$ cat src/rtl/mem_ctrl_pkg.sv
// Shared types and constants for the MAR/MDR memory access controller.
package mem_ctrl_pkg;

  localparam int unsigned DW_DEFAULT   = 16;
  localparam int unsigned MEM_WAIT_MAX = 15;
  localparam int unsigned WAIT_CW      = $clog2(MEM_WAIT_MAX + 1);

  typedef enum logic [2:0] {
    IDLE,
    MAR,
    WAIT,
    MDR,
    XFER
  } state_t;

  typedef enum logic {
    PORT0 = 1'b0,
    PORT1 = 1'b1
  } port_t;

endpackage

$ cat src/rtl/mem_access_ctrl_if.sv
// Requester ports plus shared-bus and memory strobe signals of the controller.
interface mem_access_ctrl_if #(
  parameter int unsigned DW = 16
);
  logic          req0;
  logic          we0;
  logic [DW-1:0] addr0;
  logic [DW-1:0] wdata0;
  logic          ack0;
  logic          req1;
  logic          we1;
  logic [DW-1:0] addr1;
  logic [DW-1:0] wdata1;
  logic          ack1;
  logic [DW-1:0] rdata;
  logic [DW-1:0] bus_in;
  logic [DW-1:0] bus_out;
  logic          bus_oe;
  logic          ld_mar;
  logic          ld_mdr;
  logic          sel_mdr;
  logic          mem_we;
  logic          ena_mdr;
  logic          busy;

  // Requesters and the bus/memory environment
  modport master (
    output req0, we0, addr0, wdata0, req1, we1, addr1, wdata1, bus_in,
    input  ack0, ack1, rdata, bus_out, bus_oe,
    input  ld_mar, ld_mdr, sel_mdr, mem_we, ena_mdr, busy
  );

  // The controller itself
  modport slave (
    input  req0, we0, addr0, wdata0, req1, we1, addr1, wdata1, bus_in,
    output ack0, ack1, rdata, bus_out, bus_oe,
    output ld_mar, ld_mdr, sel_mdr, mem_we, ena_mdr, busy
  );
endinterface

$ cat src/rtl/mem_access_ctrl_rr_arbiter2.sv
// Two-request round-robin arbiter; the port not served last wins a tie.
module rr_arbiter2
  import mem_ctrl_pkg::*;
(
  input  logic       clk,
  input  logic       reset,
  input  logic       en,
  input  logic       req0,
  input  logic       req1,
  output logic [1:0] grant
);

  port_t last_q;

  // One-hot grant; ties go to the port that was not served last
  always_comb begin
    grant = '0;
    if (en) begin
      if (req0 && req1) begin
        grant = (last_q == PORT1) ? 2'b01 : 2'b10;
      end else if (req0) begin
        grant = 2'b01;
      end else if (req1) begin
        grant = 2'b10;
      end
    end
  end

  // Last-served pointer; reset value makes port 0 win the first tie
  always_ff @(posedge clk or posedge reset) begin
    if (reset) begin
      last_q <= PORT1;
    end else if (grant[0]) begin
      last_q <= PORT0;
    end else if (grant[1]) begin
      last_q <= PORT1;
    end
  end

endmodule

$ cat src/rtl/mem_access_ctrl.sv
// Two-port sequencer for the MAR/MDR datapath; strobes decode from registered state only.
module mem_access_ctrl
  import mem_ctrl_pkg::*;
#(
  parameter int unsigned DW       = DW_DEFAULT,
  parameter int unsigned MEM_WAIT = 0
) (
  input  logic              clk,
  input  logic              reset,
  mem_access_ctrl_if.slave  mif
);

  localparam logic [WAIT_CW-1:0] WAIT_LOAD =
    WAIT_CW'((MEM_WAIT > 0) ? (MEM_WAIT - 1) : 0);

  state_t               state_q;
  state_t               state_nx;
  port_t                sel_q;
  logic                 we_q;
  logic [DW-1:0]        addr_q;
  logic [DW-1:0]        wdata_q;
  logic [DW-1:0]        rdata_q;
  logic [WAIT_CW-1:0]   wait_cnt_q;
  logic [1:0]           grant;

  rr_arbiter2 u_arb (
    .clk   (clk),
    .reset (reset),
    .en    (state_q == IDLE),
    .req0  (mif.req0),
    .req1  (mif.req1),
    .grant (grant)
  );

  // State, latched transaction, wait counter and read-data holding register
  always_ff @(posedge clk or posedge reset) begin
    if (reset) begin
      state_q    <= IDLE;
      sel_q      <= PORT0;
      we_q       <= 1'b0;
      addr_q     <= '0;
      wdata_q    <= '0;
      rdata_q    <= '0;
      wait_cnt_q <= '0;
    end else begin
      state_q <= state_nx;
      if (state_q == IDLE && grant != 2'b00) begin
        sel_q   <= grant[1] ? PORT1 : PORT0;
        we_q    <= grant[1] ? mif.we1    : mif.we0;
        addr_q  <= grant[1] ? mif.addr1  : mif.addr0;
        wdata_q <= grant[1] ? mif.wdata1 : mif.wdata0;
      end
      if (state_q == MAR) begin
        wait_cnt_q <= WAIT_LOAD;
      end else if (state_q == WAIT) begin
        wait_cnt_q <= wait_cnt_q - 1'b1;
      end
      if (state_q == XFER && !we_q) begin
        rdata_q <= mif.bus_in;
      end
    end
  end

  // Next-state sequencing
  always_comb begin
    state_nx = state_q;
    unique case (state_q)
      IDLE: if (grant != 2'b00) state_nx = MAR;
      MAR:  state_nx = (MEM_WAIT > 0) ? WAIT : MDR;
      WAIT: if (wait_cnt_q == '0) state_nx = MDR;
      MDR:  state_nx = XFER;
      XFER: state_nx = IDLE;
      default: state_nx = IDLE;
    endcase
  end

  // Moore decode of bus drive, strobes and acks
  always_comb begin
    mif.bus_oe  = 1'b0;
    mif.bus_out = '0;
    mif.ld_mar  = 1'b0;
    mif.ld_mdr  = 1'b0;
    mif.sel_mdr = 1'b0;
    mif.mem_we  = 1'b0;
    mif.ena_mdr = 1'b0;
    mif.ack0    = 1'b0;
    mif.ack1    = 1'b0;
    unique case (state_q)
      MAR: begin
        mif.bus_oe  = 1'b1;
        mif.bus_out = addr_q;
        mif.ld_mar  = 1'b1;
      end
      MDR: begin
        mif.ld_mdr = 1'b1;
        if (we_q) begin
          mif.bus_oe  = 1'b1;
          mif.bus_out = wdata_q;
        end else begin
          mif.sel_mdr = 1'b1;
        end
      end
      XFER: begin
        mif.mem_we  = we_q;
        mif.ena_mdr = !we_q;
        mif.ack0    = (sel_q == PORT0);
        mif.ack1    = (sel_q == PORT1);
      end
      default: ;
    endcase
  end

  // rdata is passed straight from the bus during a read's ack cycle so it is
  // valid there, and the holding register covers every later cycle.
  assign mif.rdata = (state_q == XFER && !we_q) ? mif.bus_in : rdata_q;
  assign mif.busy  = (state_q != IDLE);

endmodule

$ cat src/flat_wrapper.sv
// flat-port wrapper written by rule: the top's interface ports become plain ports
module mem_access_ctrl_flat import mem_ctrl_pkg::*;
#(
  parameter int unsigned DW       = DW_DEFAULT,
  parameter int unsigned MEM_WAIT = 0
)
  (clk, reset, mif_req0, mif_we0, mif_addr0, mif_wdata0, mif_req1, mif_we1, mif_addr1, mif_wdata1, mif_bus_in, mif_ack0, mif_ack1, mif_rdata, mif_bus_out, mif_bus_oe, mif_ld_mar, mif_ld_mdr, mif_sel_mdr, mif_mem_we, mif_ena_mdr, mif_busy);
  mem_access_ctrl_if #(.DW(DW)) mif_i ();
  input  logic clk;
  input  logic reset;
  input wire logic [$bits(mif_i.req0)-1:0] mif_req0;
  input wire logic [$bits(mif_i.we0)-1:0] mif_we0;
  input wire logic [$bits(mif_i.addr0)-1:0] mif_addr0;
  input wire logic [$bits(mif_i.wdata0)-1:0] mif_wdata0;
  input wire logic [$bits(mif_i.req1)-1:0] mif_req1;
  input wire logic [$bits(mif_i.we1)-1:0] mif_we1;
  input wire logic [$bits(mif_i.addr1)-1:0] mif_addr1;
  input wire logic [$bits(mif_i.wdata1)-1:0] mif_wdata1;
  input wire logic [$bits(mif_i.bus_in)-1:0] mif_bus_in;
  output wire logic [$bits(mif_i.ack0)-1:0] mif_ack0;
  output wire logic [$bits(mif_i.ack1)-1:0] mif_ack1;
  output wire logic [$bits(mif_i.rdata)-1:0] mif_rdata;
  output wire logic [$bits(mif_i.bus_out)-1:0] mif_bus_out;
  output wire logic [$bits(mif_i.bus_oe)-1:0] mif_bus_oe;
  output wire logic [$bits(mif_i.ld_mar)-1:0] mif_ld_mar;
  output wire logic [$bits(mif_i.ld_mdr)-1:0] mif_ld_mdr;
  output wire logic [$bits(mif_i.sel_mdr)-1:0] mif_sel_mdr;
  output wire logic [$bits(mif_i.mem_we)-1:0] mif_mem_we;
  output wire logic [$bits(mif_i.ena_mdr)-1:0] mif_ena_mdr;
  output wire logic [$bits(mif_i.busy)-1:0] mif_busy;
  assign mif_i.req0 = mif_req0;
  assign mif_i.we0 = mif_we0;
  assign mif_i.addr0 = mif_addr0;
  assign mif_i.wdata0 = mif_wdata0;
  assign mif_i.req1 = mif_req1;
  assign mif_i.we1 = mif_we1;
  assign mif_i.addr1 = mif_addr1;
  assign mif_i.wdata1 = mif_wdata1;
  assign mif_i.bus_in = mif_bus_in;
  assign mif_ack0 = mif_i.ack0;
  assign mif_ack1 = mif_i.ack1;
  assign mif_rdata = mif_i.rdata;
  assign mif_bus_out = mif_i.bus_out;
  assign mif_bus_oe = mif_i.bus_oe;
  assign mif_ld_mar = mif_i.ld_mar;
  assign mif_ld_mdr = mif_i.ld_mdr;
  assign mif_sel_mdr = mif_i.sel_mdr;
  assign mif_mem_we = mif_i.mem_we;
  assign mif_ena_mdr = mif_i.ena_mdr;
  assign mif_busy = mif_i.busy;
  mem_access_ctrl #(.DW(DW), .MEM_WAIT(MEM_WAIT)) u_core (.clk(clk), .reset(reset), .mif(mif_i));
endmodule
$ cat config.mk
export PLATFORM = sky130hd
export DESIGN_NAME = mem_access_ctrl_flat
export DESIGN_NICKNAME = d
export VERILOG_FILES = /design/src/rtl/mem_ctrl_pkg.sv /design/src/rtl/mem_access_ctrl_if.sv /design/src/rtl/mem_access_ctrl_rr_arbiter2.sv /design/src/rtl/mem_access_ctrl.sv /design/src/flat_wrapper.sv
export SDC_FILE = /design/constraint.sdc
export NUM_CORES = 1
export LEC_CHECK = 0
export ABC_AREA = 1
export BUFFER_PORTS_ARGS = -buffer_cell sky130_fd_sc_hd__clkbuf_2
export CAP_MARGIN = 20
export CORE_MARGIN = 1
export CORE_UTILIZATION = 49
export DETAILED_ROUTE_END_ITERATION = 8
export GPL_ROUTABILITY_DRIVEN = 1
export GPL_TIMING_DRIVEN = 1
export PLACE_DENSITY = 0.81
export SYNTH_ARGS = -nofsm -noshare
export SYNTH_HDL_FRONTEND = slang
export SYNTH_SLANG_ARGS = --single-unit
$ cat constraint.sdc
create_clock -name clk -period 2.6 [get_ports clk]
set_clock_uncertainty 0.05 [all_clocks]
set_input_delay 0.52 -clock clk [delete_from_list [all_inputs] [get_ports clk]]
set_output_delay 0.52 -clock clk [all_outputs]
set_load 0.05 [all_outputs]
==> results of run 1 <==
metal layers:
metal	vias up	share of wire (%)	wire [um]	track usage, %
met4	0	1.1	82	10.0
li1	1645	-	-	-
met3	8	7.3	552	6.15
met1	1361	45	3410	28.1
met5	-	0	0	0
met2	122	46	3470	39.3
cells by family after synthesis:
family          synth area share [%]
compound gates                  4.05
simple gates                    39.6
buf+inv                         9.94
fa+ha+maj                      0.786
flops                           45.6
worst reg2reg max path: cells and delay by family (launching register included):
family	cells	cell delay, ns
simple gates	6	0.85
flops	1	0.53
buf+inv	1	0.06
synth_stat cells:
cell        n  area (um2)
a21oi_1     3        15.0
buf_2      10        50.1
buf_4       5        37.5
buf_6       4        45.0
clkbuf_1    3        11.3
dfrtp_1    57        1430
dfstp_2     1        26.3
ha_1        2        25.0
inv_1      42         158
inv_2       4        15.0
nand2_1   209         785
nand2_2     3        18.8
nand3_1    21         105
nor2_1     68         255
nor2_2      7        43.8
nor2_4      2        22.5
nor2_8      1        20.0
nor3_1      2        10.0
o21ai_0    20         100
o21bai_1    1        7.51
o22ai_1     1        6.26
through the flow:
stage | hold slack (ns) | cell area, um2 | total power [uW]
finish | 0.186 | 4040 | 5400
global route | 0.246 | 4040 | 5810
CTS | 0.199 | 4010 | 5400
detailed placement | 0.415 | 3830 | 4640
global placement | 0.405 | 3830 | 4560
floorplan | 0.392 | 3180 | 3990
what timing repair did:
item,CTS,global route
hold endpoints to repair,0,0
gates resized for setup,0,1
setup buffers,0,3
setup endpoints to repair,0,2
flip-flops by register name, indices dropped and copies added, names as in the netlist:
signal / count
u_core.rdata_q: 16
u_core.addr_q: 16
u_core.sel_q: 1
u_core.state_q: 3
u_core.u_arb.last_q: 1
u_core.wdata_q: 16
u_core.we_q: 1
u_core.wait_cnt_q: 4
layout by cell type, fill, tap and decap left out, drive strengths merged, types with 3 or more instances in the layout:
cell type / count
nand3: 21
dfrtp: 57
o21ai: 20
a21oi: 3
clkinv: 3
inv: 45
buf: 10
clkbuf: 140
nor2: 78
nand2: 212
layout make-up:
type                            count  area, um2  area share [%]
Inverter                           46        174            4.31
Tap cell                           75       93.8            2.33
Clock buffer                       14        173            4.28
Timing Repair Buffer              136        718            17.8
Multi-Input combinational cell    340       1410            35.0
Clock inverter                      2       10.0           0.248
Sequential cell                    58       1450            36.0
worst max-delay path by stage:
stage	cells after the start	slack, ns	end	startpoint
floorplan	3	0.21	mif_sel_mdr	u_core.we_q
CTS	6	0.12	mif_rdata[11]	u_core.state_q[1]
finish	6	0.14	mif_rdata[11]	u_core.state_q[1]
global route	6	0.007	mif_rdata[12]	u_core.state_q[1]
detailed placement	6	0.48	mif_rdata[11]	u_core.state_q[1]
global placement	6	0.54	mif_bus_out[2]	u_core.state_q[1]
power by group through the flow:
stage	combinational, uW	sequential (uW)	clock [uW]
6_report	3070	1580	749
2_1_floorplan	2480	1510	0
5_1_grt	3380	1610	817
3_3_place_gp	2990	1570	0
3_5_place_dp	3060	1580	0
4_1_cts	3060	1570	769
==> impl_metrics.py, run 1 <==
metrics = {
    "power_and_ir_drop": {
        "p_leak_uw": 0.00253,
        "internal_power_uw": 2530,
        "p_seq_share_pct": 29.2,
        "sw_frac_of_total_pct": 53.2,
        "powerDensity_mw_per_mm2": 1340,
        "pwr-share-comb_pct": 56.9,
        "ir_drop_v": 0.000865,
        "p_clk_share_pct": 13.9,
        "p_switching_uw": 2870,
    },
    "worst_setup_path": {
        "crit_top_cell": "nand2_1",
        "reg2reg_from": "u_core.u_arb.last_q",
        "crit_path_end_kind": "primary output",
        "r2r_setup_slack_ns": 0.98,
        "crit_required_ns": 2.03,
        "slowest_delay_ns": 0.46,
        "cp.arrival_ns": 1.89,
        "r2r_cells": 7,
        "crit_buf_inv": 2,
        "cp-start-kind": "register",
        "worst_path_max_delay_cell": "dfrtp_1",
        "worst_path_dominant_cell_family": "buffers and inverters",
        "r2r-end": "u_core.wdata_q[13]",
        "path_class": "register to primary output",
        "path_cells": "nor2_2, nand2_1, buf_4, o21ai_0, nand2_1, clkbuf_2",
        "cp_max_fo": 16,
    },
    "clocking": {
        "holdBufCountCts": 0,
        "root_buffer": "clkbuf_8",
        "htree_levels": 3,
        "cts_made_buffers": 9,
        "clk_path_buf_depth": 2,
        "cts.sinks": 58,
        "path_clk_slew_ns": 0.06,
        "clk_latency_ns": 0.33,
        "tritoncts": "built",
    },
    "place": {
        "post-place-ws_ns": 0.485,
        "place.gp.congestion": 0.787,
        "dpl.hpwl_mm": 5.50,
        "io_buffers": 126,
        "place_inst": 652,
    },
    "sta": {
        "min_period_over_period_pct": 94.8,
        "finalHoldViolCount": 0,
        "fin_ws_ns": 0.136,
        "finalMaxSlewViolations": 0,
        "fmax_mhz": 406,
        "tns_ns": 0,
        "relSlewSlack_pct": 59.0,
        "worst_slew_pin_slew_ns": 0.613,
        "rsz0062_at_grt": "false",
        "fin_crit_ns": 2.46,
        "setup_viol": 0,
    },
    "final_layout": {
        "final_core_util_pct": 66.2,
        "instances_no_fill": 671,
        "area_growth_pct": 26.8,
        "layout-drive-gt1-share_pct": 28.4,
        "fill_cells": 537,
        "diodes": 0,
        "layout.nets": 679,
    },
    "worst_hold_path": {
        "min_path_type": "primary input to async pin",
    },
    "grt": {
        "antenna_found_initial": 0,
        "grt_pass1_wl_mm": 11.8,
        "grt_max_degree": 67,
        "grt_overflow": 0,
        "grt.total_usage_pct": 23.3,
        "first_global_vias": 2757,
    },
    "synthesis": {
        "syn_area_per_cell_um2": 6.83,
        "syn-instance-count": 466,
        "synth_cell_types": 21,
        "synth_area_mm2": 0.00318,
        "yosysSeqAreaShare_pct": 45.6,
        "syn_nets": 554,
        "yosysWarnings": 0,
        "ys_ff_latch": 58,
    },
    "floorplanning": {
        "core_mm2": 0.00610,
        "num_rows": 28,
        "ioPinCount": 127,
        "die-width_um": 82.6,
        "dieArea_mm2": 0.00682,
        "die_h_um": 82.6,
        "initial_utilization_pct": 52.2,
    },
    "route": {
        "ant_nets": 0,
        "viasPerCell": 4.67,
        "drt_iter0_drc": 159,
        "vias": 3136,
        "drt-total-wl_mm": 7.52,
        "avgRoutedWirePerCell_um": 11.2,
        "drtPass1Iterations": 4,
        "drc": 0,
    },
    "job": {
        "cap_viol_max_count": 0,
    },
    "status": {
        "status": "complete, no violations",
    },
}
Note: power is estimated with default switching activity, not from simulation.
==> run 2, diff against run 1 <==
--- a/config.mk
+++ b/config.mk
@@ -6,14 +6,13 @@
 export NUM_CORES = 1
 export LEC_CHECK = 0
 export ABC_AREA = 1
-export BUFFER_PORTS_ARGS = -buffer_cell sky130_fd_sc_hd__clkbuf_2
 export CAP_MARGIN = 20
 export CORE_MARGIN = 1
-export CORE_UTILIZATION = 49
+export CORE_UTILIZATION = 50
 export DETAILED_ROUTE_END_ITERATION = 8
+export DONT_BUFFER_PORTS = 1
 export GPL_ROUTABILITY_DRIVEN = 1
 export GPL_TIMING_DRIVEN = 1
-export PLACE_DENSITY = 0.81
 export SYNTH_ARGS = -nofsm -noshare
 export SYNTH_HDL_FRONTEND = slang
 export SYNTH_SLANG_ARGS = --single-unit
==> constraint.sdc (replaced) <==
create_clock -name clk -period 2.6 [get_ports clk]
set_clock_uncertainty 0.05 [all_clocks]
set_input_delay 0.13 -clock clk [delete_from_list [all_inputs] [get_ports clk]]
set_output_delay 0.13 -clock clk [all_outputs]
set_load 0.05 [all_outputs]
==> impl_metrics.py, run 2 (same netlist as run 1, synthesis figures left out) <==
metrics = {
    "final_layout": {
        "multi_input_area_mm2": 0.00141,
        "final_common_cell": "nand2_1",
        "reg.largest.list": "u_core.addr_q (16), u_core.rdata_q (16), u_core.wdata_q (16)",
        "layout.nets": 618,
        "fill_cells": 516,
        "seq_area_mm2": 0.00145,
        "diodes": 0,
        "final_cell_mix": "nand2_1 (209), nor2_1 (68), dlygate4sd3_1 (58)",
        "area_growth_pct": 29.0,
        "layout-drive-gt1-share_pct": 9.72,
        "fin_area_mm2": 0.00411,
    },
    "floorplanning": {
        "num_rows": 28,
        "ioPinCount": 127,
        "dieArea_mm2": 0.00669,
        "die-width_um": 81.8,
        "initial_utilization_pct": 52.8,
        "core_mm2": 0.00603,
        "die_h_um": 81.8,
    },
    "route": {
        "avgRoutedWirePerCell_um": 13.2,
        "drt-total-wl_mm": 8.03,
        "viasPerCell": 4.95,
        "drt_iter0_drc": 101,
        "drtPass1Iterations": 5,
        "vias": 3017,
        "drc": 0,
        "ant_nets": 0,
    },
    "clocking": {
        "htree_levels": 3,
        "cts_made_buffers": 9,
        "clk_path_buf_depth": 2,
        "post-cts-setup-buffer-count": 0,
        "cts_resized": 0,
        "path_clk_slew_ns": 0.07,
        "clk_latency_ns": 0.33,
        "tritoncts": "built",
        "holdBufCountCts": 58,
        "cts.sinks": 58,
        "root_buffer": "clkbuf_8",
    },
    "worst_setup_path": {
        "r2r-end": "u_core.addr_q[2]",
        "reg2reg_from": "u_core.state_q[0]",
        "cp-start-kind": "register",
        "r2r_cells": 9,
        "cp.arrival_ns": 2.11,
        "path_class": "register to primary output",
        "cp_max_fo": 17,
        "r2r_setup_slack_ns": 0.36,
        "crit_required_ns": 2.42,
        "crit_path_end_kind": "primary output",
    },
    "power_and_ir_drop": {
        "p_leak_uw": 0.00227,
        "powerDensity_mw_per_mm2": 1370,
        "ir_drop_v": 0.000865,
        "total_power_uw": 5620,
    },
    "grt": {
        "first_global_vias": 2803,
        "grt_pass1_wl_mm": 12.5,
        "grt_overflow": 0,
        "antenna_found_initial": 0,
        "grt_max_degree": 46,
        "grt.total_usage_pct": 24.9,
    },
    "sta": {
        "finalMaxSlewViolations": 0,
        "relSlewSlack_pct": 57.1,
        "worst_slew_pin_slew_ns": 0.641,
        "tns_ns": 0,
        "min_period_over_period_pct": 88.1,
        "fmax_mhz": 437,
        "finalHoldViolCount": 0,
        "rsz0062_at_grt": "false",
        "setup_viol": 0,
        "fin_crit_ns": 2.29,
        "whs_ns": 0.00306,
    },
    "worst_hold_path": {
        "min_path_type": "primary input to register",
        "hold_depth": 4,
        "min_from": "mif_wdata1[1]",
        "min_to": "u_core.wdata_q[1]",
    },
    "place": {
        "placed_area_mm2": 0.00327,
        "dpl.hpwl_mm": 5.01,
        "place.gp.congestion": 0.804,
        "io_buffers": 0,
    },
    "status": {
        "status": "complete, no violations",
    },
    "job": {
        "cap_viol_max_count": 0,
    },
}
## run 2: metrics by stage
stage,cells,setup slack [ns],utilization [%]
after floorplan,466,0.601,-
final,610,0.310,68.1
after CTS,610,0.321,68.1
after global routing,610,0.153,68.1
after global placement,536,0.770,54.3
after detailed placement,536,0.690,54.3
## run 2: final cells by class
class | instances | area share [%]
clock buffers | 11 | 3.69
clock inverters | 5 | 2.44
inverters | 46 | 4.21
multi-input cells | 340 | 34.4
flip-flops and latches | 58 | 35.4
well taps | 75 | 2.29
repair buffers | 75 | 17.6
## run 2: worst max-delay path by stage
stage | startpoint | endpoint
2_1_floorplan | u_core.we_q | mif_sel_mdr
3_3_place_gp | u_core.state_q[1] | mif_bus_out[11]
3_5_place_dp | u_core.state_q[1] | mif_bus_out[8]
4_1_cts | u_core.state_q[1] | mif_bus_out[8]
5_1_grt | u_core.state_q[2] | u_core.addr_q[2]
6_report | u_core.state_q[1] | mif_bus_out[5]
## run 2: routing by layer
layer  global-route usage [%]  up-vias  part of all wire, %
met4                     10.2        0                  1.6
met2                     44.3      112                   50
li1                         -     1520                    -
met5                        0        -                    0
met1                     29.7     1371                   43
met3                     4.11       14                  5.1
## run 2: power breakdown
group          switching, uW  leakage [uW]  internal (uW)  total [uW]
Combinational           2260       0.00142            723        2980
Sequential               249      0.000714           1350        1600
Clock                    364      0.000129            686        1050
## run 2: critical path, cell delays in order, from the launching register on
cell,delay [ns]
dfrtp_1,0.46
inv_2,0.14
nand3_1,0.17
inv_2,0.47
nand2_1,0.12
nand2_1,0.39
